$ cat config.mk
export PLATFORM = sky130hd
export DESIGN_NAME = pipe_trace_monitor
export DESIGN_NICKNAME = d
export VERILOG_FILES = /design/src/rtl/pipe_trace_pkg.sv /design/src/rtl/trace_fifo_2w.sv /design/src/rtl/pipe_trace_monitor.sv
export SDC_FILE = /design/constraint.sdc
export NUM_CORES = 2
export LEC_CHECK = 0
export CAP_MARGIN = 5
export CORE_MARGIN = 3
export CORE_UTILIZATION = 61
export CTS_CLUSTER_SIZE = 40
export DETAILED_ROUTE_END_ITERATION = 8
export PLACE_DENSITY = 0.89
export SYNTH_ARGS = -nofsm -noshare
export SYNTH_HDL_FRONTEND = slang
export SYNTH_SLANG_ARGS = --single-unit
$ cat constraint.sdc
create_clock -name clk -period 55.9 [get_ports clk]
set_clock_uncertainty 0.05 [all_clocks]
set_input_delay 16.77 -clock clk [delete_from_list [all_inputs] [get_ports clk]]
set_output_delay 16.77 -clock clk [all_outputs]
set_load 0.01 [all_outputs]
$ cat src/rtl/pipe_trace_pkg.sv
// Shared types and constants for the pipeline trace monitor.
package pipe_trace_pkg;

  // Trace entry type codes, as seen on trace_type.
  localparam logic [1:0] TR_WB  = 2'b00;
  localparam logic [1:0] TR_ST  = 2'b01;
  localparam logic [1:0] TR_RES = 2'b10;

  // Monitor state: capture events, dump result window, finished.
  typedef enum logic [1:0] {
    RUN  = 2'b00,
    DUMP = 2'b01,
    DONE = 2'b10
  } state_t;

  // Packed entry layout is {type, pc, idx, data}; this gives its total width.
  function automatic int entry_width(input int data_w, input int idx_w);
    return 2 + data_w + idx_w + data_w;
  endfunction

endpackage

$ cat src/rtl/trace_fifo_2w.sv
// Circular FIFO with two write ports (same cycle, consecutive slots) and one
// first-word-fall-through read port. The caller guarantees capacity; a pop on
// an empty FIFO is ignored.
module trace_fifo_2w #(
  parameter int W     = 8,
  parameter int DEPTH = 16
) (
  input  logic                     clk,
  input  logic                     rst,
  input  logic                     push0,
  input  logic [W-1:0]             din0,
  input  logic                     push1,
  input  logic [W-1:0]             din1,
  input  logic                     pop,
  output logic [W-1:0]             dout,
  output logic [$clog2(DEPTH):0]   count,
  output logic                     valid
);

  localparam int AW = $clog2(DEPTH);
  localparam int CW = AW + 1;

  logic [W-1:0]  mem_r [DEPTH];
  logic [AW-1:0] wptr_r;
  logic [AW-1:0] rptr_r;
  logic [CW-1:0] count_r;
  logic          pop_s;
  logic [AW-1:0] wptr1_s;

  // Second write lands after the first one when both are used.
  assign pop_s   = pop & (count_r != {CW{1'b0}});
  assign wptr1_s = wptr_r + AW'(push0);

  assign dout  = mem_r[rptr_r];
  assign count = count_r;
  assign valid = (count_r != {CW{1'b0}});

  // Storage, pointers and occupancy; pointers wrap naturally at DEPTH.
  always_ff @(posedge clk or posedge rst) begin
    if (rst) begin
      for (int i = 0; i < DEPTH; i++) begin
        mem_r[i] <= {W{1'b0}};
      end
      wptr_r  <= {AW{1'b0}};
      rptr_r  <= {AW{1'b0}};
      count_r <= {CW{1'b0}};
    end else begin
      if (push0) begin
        mem_r[wptr_r] <= din0;
      end
      if (push1) begin
        mem_r[wptr1_s] <= din1;
      end
      wptr_r  <= wptr_r + AW'(push0) + AW'(push1);
      rptr_r  <= rptr_r + AW'(pop_s);
      count_r <= count_r + CW'(push0) + CW'(push1) - CW'(pop_s);
    end
  end

endmodule

$ cat src/rtl/pipe_trace_monitor.sv
// Pipeline trace monitor: captures writeback/store events into a trace FIFO
// until the halt PC is fetched, then streams a window of result words from
// data memory into the same FIFO and parks in DONE.
module pipe_trace_monitor
  import pipe_trace_pkg::*;
#(
  parameter int                 DATA_W   = 32,
  parameter int                 REG_W    = 5,
  parameter int                 IDX_W    = 10,
  parameter int                 DEPTH    = 16,
  parameter logic [DATA_W-1:0]  HALT_PC  = 32'h000000D0,
  parameter logic [IDX_W-1:0]   RES_BASE = 10'h100,
  parameter int                 RES_CNT  = 5
) (
  input  logic              clk,
  input  logic              rst,
  input  logic [DATA_W-1:0] pc,
  input  logic              wb_en,
  input  logic [REG_W-1:0]  wb_reg,
  input  logic [DATA_W-1:0] wb_data,
  input  logic              st_en,
  input  logic [DATA_W-1:0] st_addr,
  input  logic [DATA_W-1:0] st_data,
  output logic              mem_rd_en,
  output logic [IDX_W-1:0]  mem_rd_addr,
  input  logic [DATA_W-1:0] mem_rd_data,
  output logic              trace_valid,
  output logic [1:0]        trace_type,
  output logic [DATA_W-1:0] trace_pc,
  output logic [IDX_W-1:0]  trace_idx,
  output logic [DATA_W-1:0] trace_data,
  input  logic              trace_pop,
  output logic [15:0]       drop_cnt,
  output logic              halted
);

  localparam int EW = entry_width(DATA_W, IDX_W);
  localparam int CW = $clog2(DEPTH) + 1;
  localparam int RW = $clog2(RES_CNT + 1);

  state_t          state_r;
  logic [RW-1:0]   rd_cnt_r;
  logic [RW-1:0]   ret_cnt_r;
  logic            ret_pend_r;
  logic [IDX_W-1:0] ret_addr_r;

  logic            push0_s;
  logic            push1_s;
  logic [EW-1:0]   din0_s;
  logic [EW-1:0]   din1_s;
  logic [EW-1:0]   head_s;
  logic [CW-1:0]   count_s;
  logic            pop_ok_s;
  logic [CW-1:0]   free_s;
  logic [1:0]      drop_inc_s;
  logic [CW:0]     count_next_s;
  logic            issue_s;
  logic [16:0]     drop_sum_s;

  logic [EW-1:0]   wb_entry_s;
  logic [EW-1:0]   st_entry_s;
  logic [EW-1:0]   res_entry_s;

  // Store index is the word address of the byte address, truncated.
  assign wb_entry_s  = {TR_WB,  pc,      IDX_W'(wb_reg),       wb_data};
  assign st_entry_s  = {TR_ST,  pc,      st_addr[IDX_W+1:2],   st_data};
  assign res_entry_s = {TR_RES, HALT_PC, ret_addr_r,           mem_rd_data};

  assign pop_ok_s = trace_pop & trace_valid;
  // A same-cycle pop frees a slot for this cycle's pushes.
  assign free_s   = CW'(DEPTH) - count_s + CW'(pop_ok_s);

  trace_fifo_2w #(
    .W     (EW),
    .DEPTH (DEPTH)
  ) u_fifo (
    .clk   (clk),
    .rst   (rst),
    .push0 (push0_s),
    .din0  (din0_s),
    .push1 (push1_s),
    .din1  (din1_s),
    .pop   (pop_ok_s),
    .dout  (head_s),
    .count (count_s),
    .valid (trace_valid)
  );

  assign {trace_type, trace_pc, trace_idx, trace_data} = head_s;

  // Push steering and drop accounting: WB takes the first free slot, ST the next.
  always_comb begin
    push0_s    = 1'b0;
    push1_s    = 1'b0;
    din0_s     = wb_entry_s;
    din1_s     = st_entry_s;
    drop_inc_s = 2'd0;
    case (state_r)
      RUN: begin
        if (wb_en && st_en) begin
          if (free_s >= CW'(2)) begin
            push0_s = 1'b1;
            push1_s = 1'b1;
          end else if (free_s == CW'(1)) begin
            push0_s    = 1'b1;
            drop_inc_s = 2'd1;
          end else begin
            drop_inc_s = 2'd2;
          end
        end else if (wb_en) begin
          if (free_s != {CW{1'b0}}) begin
            push0_s = 1'b1;
          end else begin
            drop_inc_s = 2'd1;
          end
        end else if (st_en) begin
          din0_s = st_entry_s;
          if (free_s != {CW{1'b0}}) begin
            push0_s = 1'b1;
          end else begin
            drop_inc_s = 2'd1;
          end
        end else begin
          push0_s = 1'b0;
        end
      end
      DUMP: begin
        din0_s  = res_entry_s;
        push0_s = ret_pend_r;
      end
      default: begin
        push0_s = 1'b0;
      end
    endcase
  end

  // Read issue: the occupancy after this edge plus the read already in flight
  // must leave room for the new read's return, so RES entries never drop.
  always_comb begin
    count_next_s = {1'b0, count_s} + (CW+1)'(push0_s) + (CW+1)'(push1_s)
                   - (CW+1)'(pop_ok_s);
    if (state_r == DUMP && rd_cnt_r < RW'(RES_CNT)) begin
      issue_s = (count_next_s + (CW+1)'(mem_rd_en)) < (CW+1)'(DEPTH);
    end else begin
      issue_s = 1'b0;
    end
  end

  assign drop_sum_s = {1'b0, drop_cnt} + 17'(drop_inc_s);

  // Saturating count of events lost to a full FIFO.
  always_ff @(posedge clk or posedge rst) begin
    if (rst) begin
      drop_cnt <= 16'h0000;
    end else if (drop_sum_s > 17'h0FFFF) begin
      drop_cnt <= 16'hFFFF;
    end else begin
      drop_cnt <= drop_sum_s[15:0];
    end
  end

  // Monitor FSM with the result-window read sequencer and return tracking.
  always_ff @(posedge clk or posedge rst) begin
    if (rst) begin
      state_r     <= RUN;
      mem_rd_en   <= 1'b0;
      mem_rd_addr <= {IDX_W{1'b0}};
      rd_cnt_r    <= {RW{1'b0}};
      ret_cnt_r   <= {RW{1'b0}};
      ret_pend_r  <= 1'b0;
      ret_addr_r  <= {IDX_W{1'b0}};
      halted      <= 1'b0;
    end else begin
      ret_pend_r <= mem_rd_en;
      ret_addr_r <= mem_rd_addr;
      case (state_r)
        RUN: begin
          mem_rd_en <= 1'b0;
          if (pc == HALT_PC) begin
            state_r <= DUMP;
          end else begin
            state_r <= RUN;
          end
        end
        DUMP: begin
          if (issue_s) begin
            mem_rd_en   <= 1'b1;
            mem_rd_addr <= RES_BASE + IDX_W'(rd_cnt_r);
            rd_cnt_r    <= rd_cnt_r + RW'(1);
          end else begin
            mem_rd_en <= 1'b0;
          end
          if (ret_pend_r) begin
            ret_cnt_r <= ret_cnt_r + RW'(1);
            if (ret_cnt_r == RW'(RES_CNT - 1)) begin
              state_r <= DONE;
              halted  <= 1'b1;
            end else begin
              state_r <= DUMP;
            end
          end else begin
            state_r <= DUMP;
          end
        end
        DONE: begin
          mem_rd_en <= 1'b0;
          halted    <= 1'b1;
        end
        default: begin
          state_r   <= RUN;
          mem_rd_en <= 1'b0;
        end
      endcase
    end
  end

endmodule

==> flow_metrics.tcl <==
set metrics [dict create \
    clockPowerShare_pct 20.6 \
    fmax_mhz 44.5 \
    cts_sinks 1264 \
    cp_slowest_stage_delay_ns 1.17 \
    count_of_flip_flops_with_a_built_in_enable_after_synthesis 0 \
    hold_buffers 0 \
    cts.htree.levels 4 \
    dp_hpwl_microns 104000 \
    crit_family "buffers and inverters" \
    power.net_switching_uw 1690 \
    die_area_sq_um 107000 \
    ys_ff_latch 1264 \
    place.port_buffers 246 \
    num_vias 50300 \
    antenna_found_initial 10 \
    area_occupied_by_multi_input_gates_sq_um 28700 \
    finish.utilization_pct 68.8 \
    fillCellCount 6226 \
    synth.distinct_cells 65 \
    num_rows 117 \
    die_x_microns 327 \
    run_status "complete, no violations" \
    grt_start_max_net_pins 122 \
    buffering_stage_count_on_the_worst_path_with_inverters_included 3 \
    commonest_non_fill_non_tap_cell_in_the_layout "sky130_fd_sc_hd__dfrtp_1" \
    global_route.overflow_total 0 \
    clkLatencyLatePin_ns 0.77 \
    most-common-layout-cells "sky130_fd_sc_hd__dfrtp_1 (1258), sky130_fd_sc_hd__nand2_1 (740), sky130_fd_sc_hd__mux2i_1 (539)" \
    setup_repair_after_global_routing_missed_its_margin "no" \
    syn_inst 5263 \
    post_cts_resized 0 \
    grt_overall_usage_pct 38.6 \
    hold_viol_final 0 \
    p_per_area_nw_per_um2 64.6 \
    number_of_global_route_vias_before_repair 51800 \
    crit_path_max_fo 72 \
    yosysWarnings 0 \
    syn_area_per_cell_sq_um 11.9 \
    total_leakage_power_uw 0.0278 \
    worstMarginPinSlew_ns 1.45 \
    critPathSlowestCell "sky130_fd_sc_hd__dfrtp_4" \
    drv.max_cap_violation_count 0 \
    drt_pass1_iterations 8 \
    drive_gt1_share_pct 15.4 \
    ant_nets 0 \
    worstSetupPathType "reg2out" \
    synth_async_sr_flop_share_pct 100 \
    wl_microns 209000 \
    area.growth.synth_to_final_pct 11.8 \
    layout.nets 5333 \
    worst_slew_margin_relative_to_its_limit_pct 3.43 \
    final.setup.tns_ns 0 \
    critPathLaunchType "flop" \
    netSwitchingFraction_pct 37.2 \
    critical_path_data_required_time_ns 39.08 \
    wl_per_cell_microns 31.6 \
    drc 0 \
    initial_core_util_pct 61.6 \
    ctsLongestPathBuffers 3 \
    report.final.setup_viol 0 \
    buffers_inserted_by_post_cts_timing_repair 0 \
    cts_tree "done" \
    ctsRootBufferMaster "sky130_fd_sc_hd__clkbuf_16" \
    p_comb_share_pct 43.2 \
    grt_pass1_wl_microns 312000 \
    clk_pin_slew_worst_paths_ns 0.07 \
    synth-seq-area-share_pct 50.4 \
    ys_dominant_reg_cell "sky130_fd_sc_hd__dfrtp_1" \
    dp_slack_ns 33.58 \
    worst_hold_slack_ns 0.368 \
    mappedNetlistArea_sq_um 62800 \
    floorplan.core_area_sq_um 102000 \
    p_int_uw 2850 \
    worstHoldPathType "reg2reg" \
    seqCellArea_sq_um 31600 \
    timing.critical_path.cells "buf_4 > buf_4 > mux4_2 > mux4_2 > clkdlybuf4s50_1" \
    fin_crit_sh_pct 40.2 \
    critical_path_arrival_ns 5.67 \
    finalWorstSetupSlack_ns 33.41 \
    route.detailed.vias_per_inst 7.60 \
    maxSlewViolCount 0 \
    end_kind "output pin" \
    top_level_ports 275 \
    min_period_ns 22.49 \
    vdd_ir_drop_max_mv 0.0473 \
    chipHeight_microns 327 \
    power.share.sequential_pct 36.2 \
    tritoncts_buffer_count 131 \
    drtIter0Drc 8633 \
    place.gp.congestion 0.850 \
]
## state kept, by name, indices dropped and copies added, names as in the netlist, 2 cells and up
| signal | flops |
|---|---|
| ret_addr_r | 4 |
| u_fifo.rptr_r | 4 |
| state_r | 2 |
| drop_cnt | 16 |
| u_fifo.count | 5 |
| ret_cnt_r | 3 |
| u_fifo.wptr_r | 4 |
| rd_cnt_r | 3 |
| u_fifo.mem_r | 1216 |
| mem_rd_addr | 4 |
## cell usage after synthesis (3+ instances only)
cell type	count	area share (%)
sky130_fd_sc_hd__nand2_1	740	4.4
sky130_fd_sc_hd__or2_2	3	0.030
sky130_fd_sc_hd__o21ai_1	98	0.78
sky130_fd_sc_hd__ha_1	26	0.52
sky130_fd_sc_hd__nand3_1	10	0.080
sky130_fd_sc_hd__xnor2_1	16	0.22
sky130_fd_sc_hd__xor2_1	8	0.11
sky130_fd_sc_hd__a21o_1	20	0.24
sky130_fd_sc_hd__clkbuf_1	371	2.2
sky130_fd_sc_hd__dfrtp_1	1264	50
sky130_fd_sc_hd__o22a_1	7	0.098
sky130_fd_sc_hd__a21oi_1	44	0.35
sky130_fd_sc_hd__mux4_2	380	14
sky130_fd_sc_hd__mux2_2	5	0.090
sky130_fd_sc_hd__buf_6	15	0.27
sky130_fd_sc_hd__o22ai_2	4	0.080
sky130_fd_sc_hd__inv_1	25	0.15
sky130_fd_sc_hd__fa_1	5	0.16
sky130_fd_sc_hd__o22ai_1	17	0.17
sky130_fd_sc_hd__nand2b_1	8	0.080
sky130_fd_sc_hd__o21ai_0	488	3.9
sky130_fd_sc_hd__nor2_2	9	0.090
sky130_fd_sc_hd__nor2b_1	5	0.050
sky130_fd_sc_hd__o21bai_1	3	0.036
sky130_fd_sc_hd__buf_2	128	1.0
sky130_fd_sc_hd__and3_1	4	0.040
sky130_fd_sc_hd__nand4_1	10	0.10
sky130_fd_sc_hd__nor4_1	16	0.16
sky130_fd_sc_hd__buf_1	74	0.44
sky130_fd_sc_hd__or3_4	4	0.072
sky130_fd_sc_hd__a22o_1	528	7.4
sky130_fd_sc_hd__mux2i_1	539	8.6
sky130_fd_sc_hd__nor3_1	16	0.13
sky130_fd_sc_hd__buf_4	45	0.54
sky130_fd_sc_hd__a22oi_1	72	0.86
sky130_fd_sc_hd__o32a_1	43	0.69
sky130_fd_sc_hd__or3_1	6	0.060
sky130_fd_sc_hd__nor2_1	104	0.62
sky130_fd_sc_hd__a31oi_1	71	0.71
## metrics by stage
stage,cells,power (uW),cell area (sq um)
2_1_floorplan,5268,2850,62800
3_3_place_gp,6364,3370,65600
3_5_place_dp,6364,3470,65600
4_1_cts,6604,4460,70100
5_1_grt,6613,4680,70200
6_report,6616,4540,70200
## final timing paths
check                                                 from                           end  slack (ns)  cells after the start
worst max-delay path            u_fifo.rptr_r[1]$_DFF_PP0_                 trace_data[1]       33.41                      5
worst min-delay path            mem_rd_addr[0]$_DFFE_PP0P_       ret_addr_r[0]$_DFF_PP0_        0.37                      0
worst max register to register   u_fifo.count[2]$_DFF_PP0_  u_fifo.mem_r[1130]$_DFF_PP0_       49.39                     20
worst min register to register  mem_rd_addr[0]$_DFFE_PP0P_       ret_addr_r[0]$_DFF_PP0_        0.37                      0
max in group asynchronous                              rst   u_fifo.mem_r[538]$_DFF_PP0_       34.96                      6
min in group asynchronous                              rst         drop_cnt[6]$_DFF_PP0_       16.52                      2
## power groups by stage
stage / combinational [uW] / sequential (uW) / clock (uW)
floorplan: 1340 / 1500 / 0
global placement: 1800 / 1570 / 0
detailed placement: 1870 / 1600 / 0
global route: 2040 / 1660 / 971
CTS: 1910 / 1610 / 929
finish: 1960 / 1640 / 935
## worst reg2reg max path, cell delays in order (launching register included)
cell                      delay (ns)
sky130_fd_sc_hd__dfrtp_1        0.40
sky130_fd_sc_hd__inv_1          0.22
sky130_fd_sc_hd__ha_1           0.23
sky130_fd_sc_hd__nand4_1        0.22
sky130_fd_sc_hd__nand2_1        0.23
sky130_fd_sc_hd__ha_1           0.21
sky130_fd_sc_hd__inv_1          0.05
sky130_fd_sc_hd__ha_1           0.22
sky130_fd_sc_hd__nor3b_1        0.38
sky130_fd_sc_hd__a31oi_4        0.12
sky130_fd_sc_hd__o31a_1         0.44
sky130_fd_sc_hd__ha_1           0.27
sky130_fd_sc_hd__ha_1           0.27
sky130_fd_sc_hd__nor2_1         0.15
sky130_fd_sc_hd__a21oi_1        0.09
sky130_fd_sc_hd__o22a_1         0.46
sky130_fd_sc_hd__nor4_2         0.60
sky130_fd_sc_hd__buf_4          0.98
sky130_fd_sc_hd__a21o_1         0.16
sky130_fd_sc_hd__buf_4          0.47
sky130_fd_sc_hd__a22o_1         0.27
## routing by layer
metal / part of all wire (%) / track usage [%] / vias to the layer above
met5: 0.013 / 0 / -
met2: 45 / 57.1 / 5060
met1: 32 / 46.9 / 24700
met3: 15 / 14.5 / 1419
li1: - / - / 19200
met4: 8.0 / 27.2 / 4
## cells by family (layout without fill, tap and decap cells)
logic type	Yosys count	count (layout)	synth area share, %
fa+ha+maj	31	31	0.677
flops	1264	1264	50.4
other cells	1	15	0.00597
compound gates	1405	1405	15.5
xor+xnor	24	24	0.335
buf+inv	660	631	4.65
mux	924	924	22.3
simple gates	954	954	6.21
## area by class of cell
type                       count  share of cell area, %
clock inverter                58                   1.20
clock buffer                 182                   5.33
tap                         1368                   2.44
antenna                        9                 0.0321
inverter                      26                  0.150
multi-input combinational   3344                   40.9
timing repair buffer         365                   4.83
sequential                  1264                   45.1
Note: power is estimated with default switching activity, not from simulation.
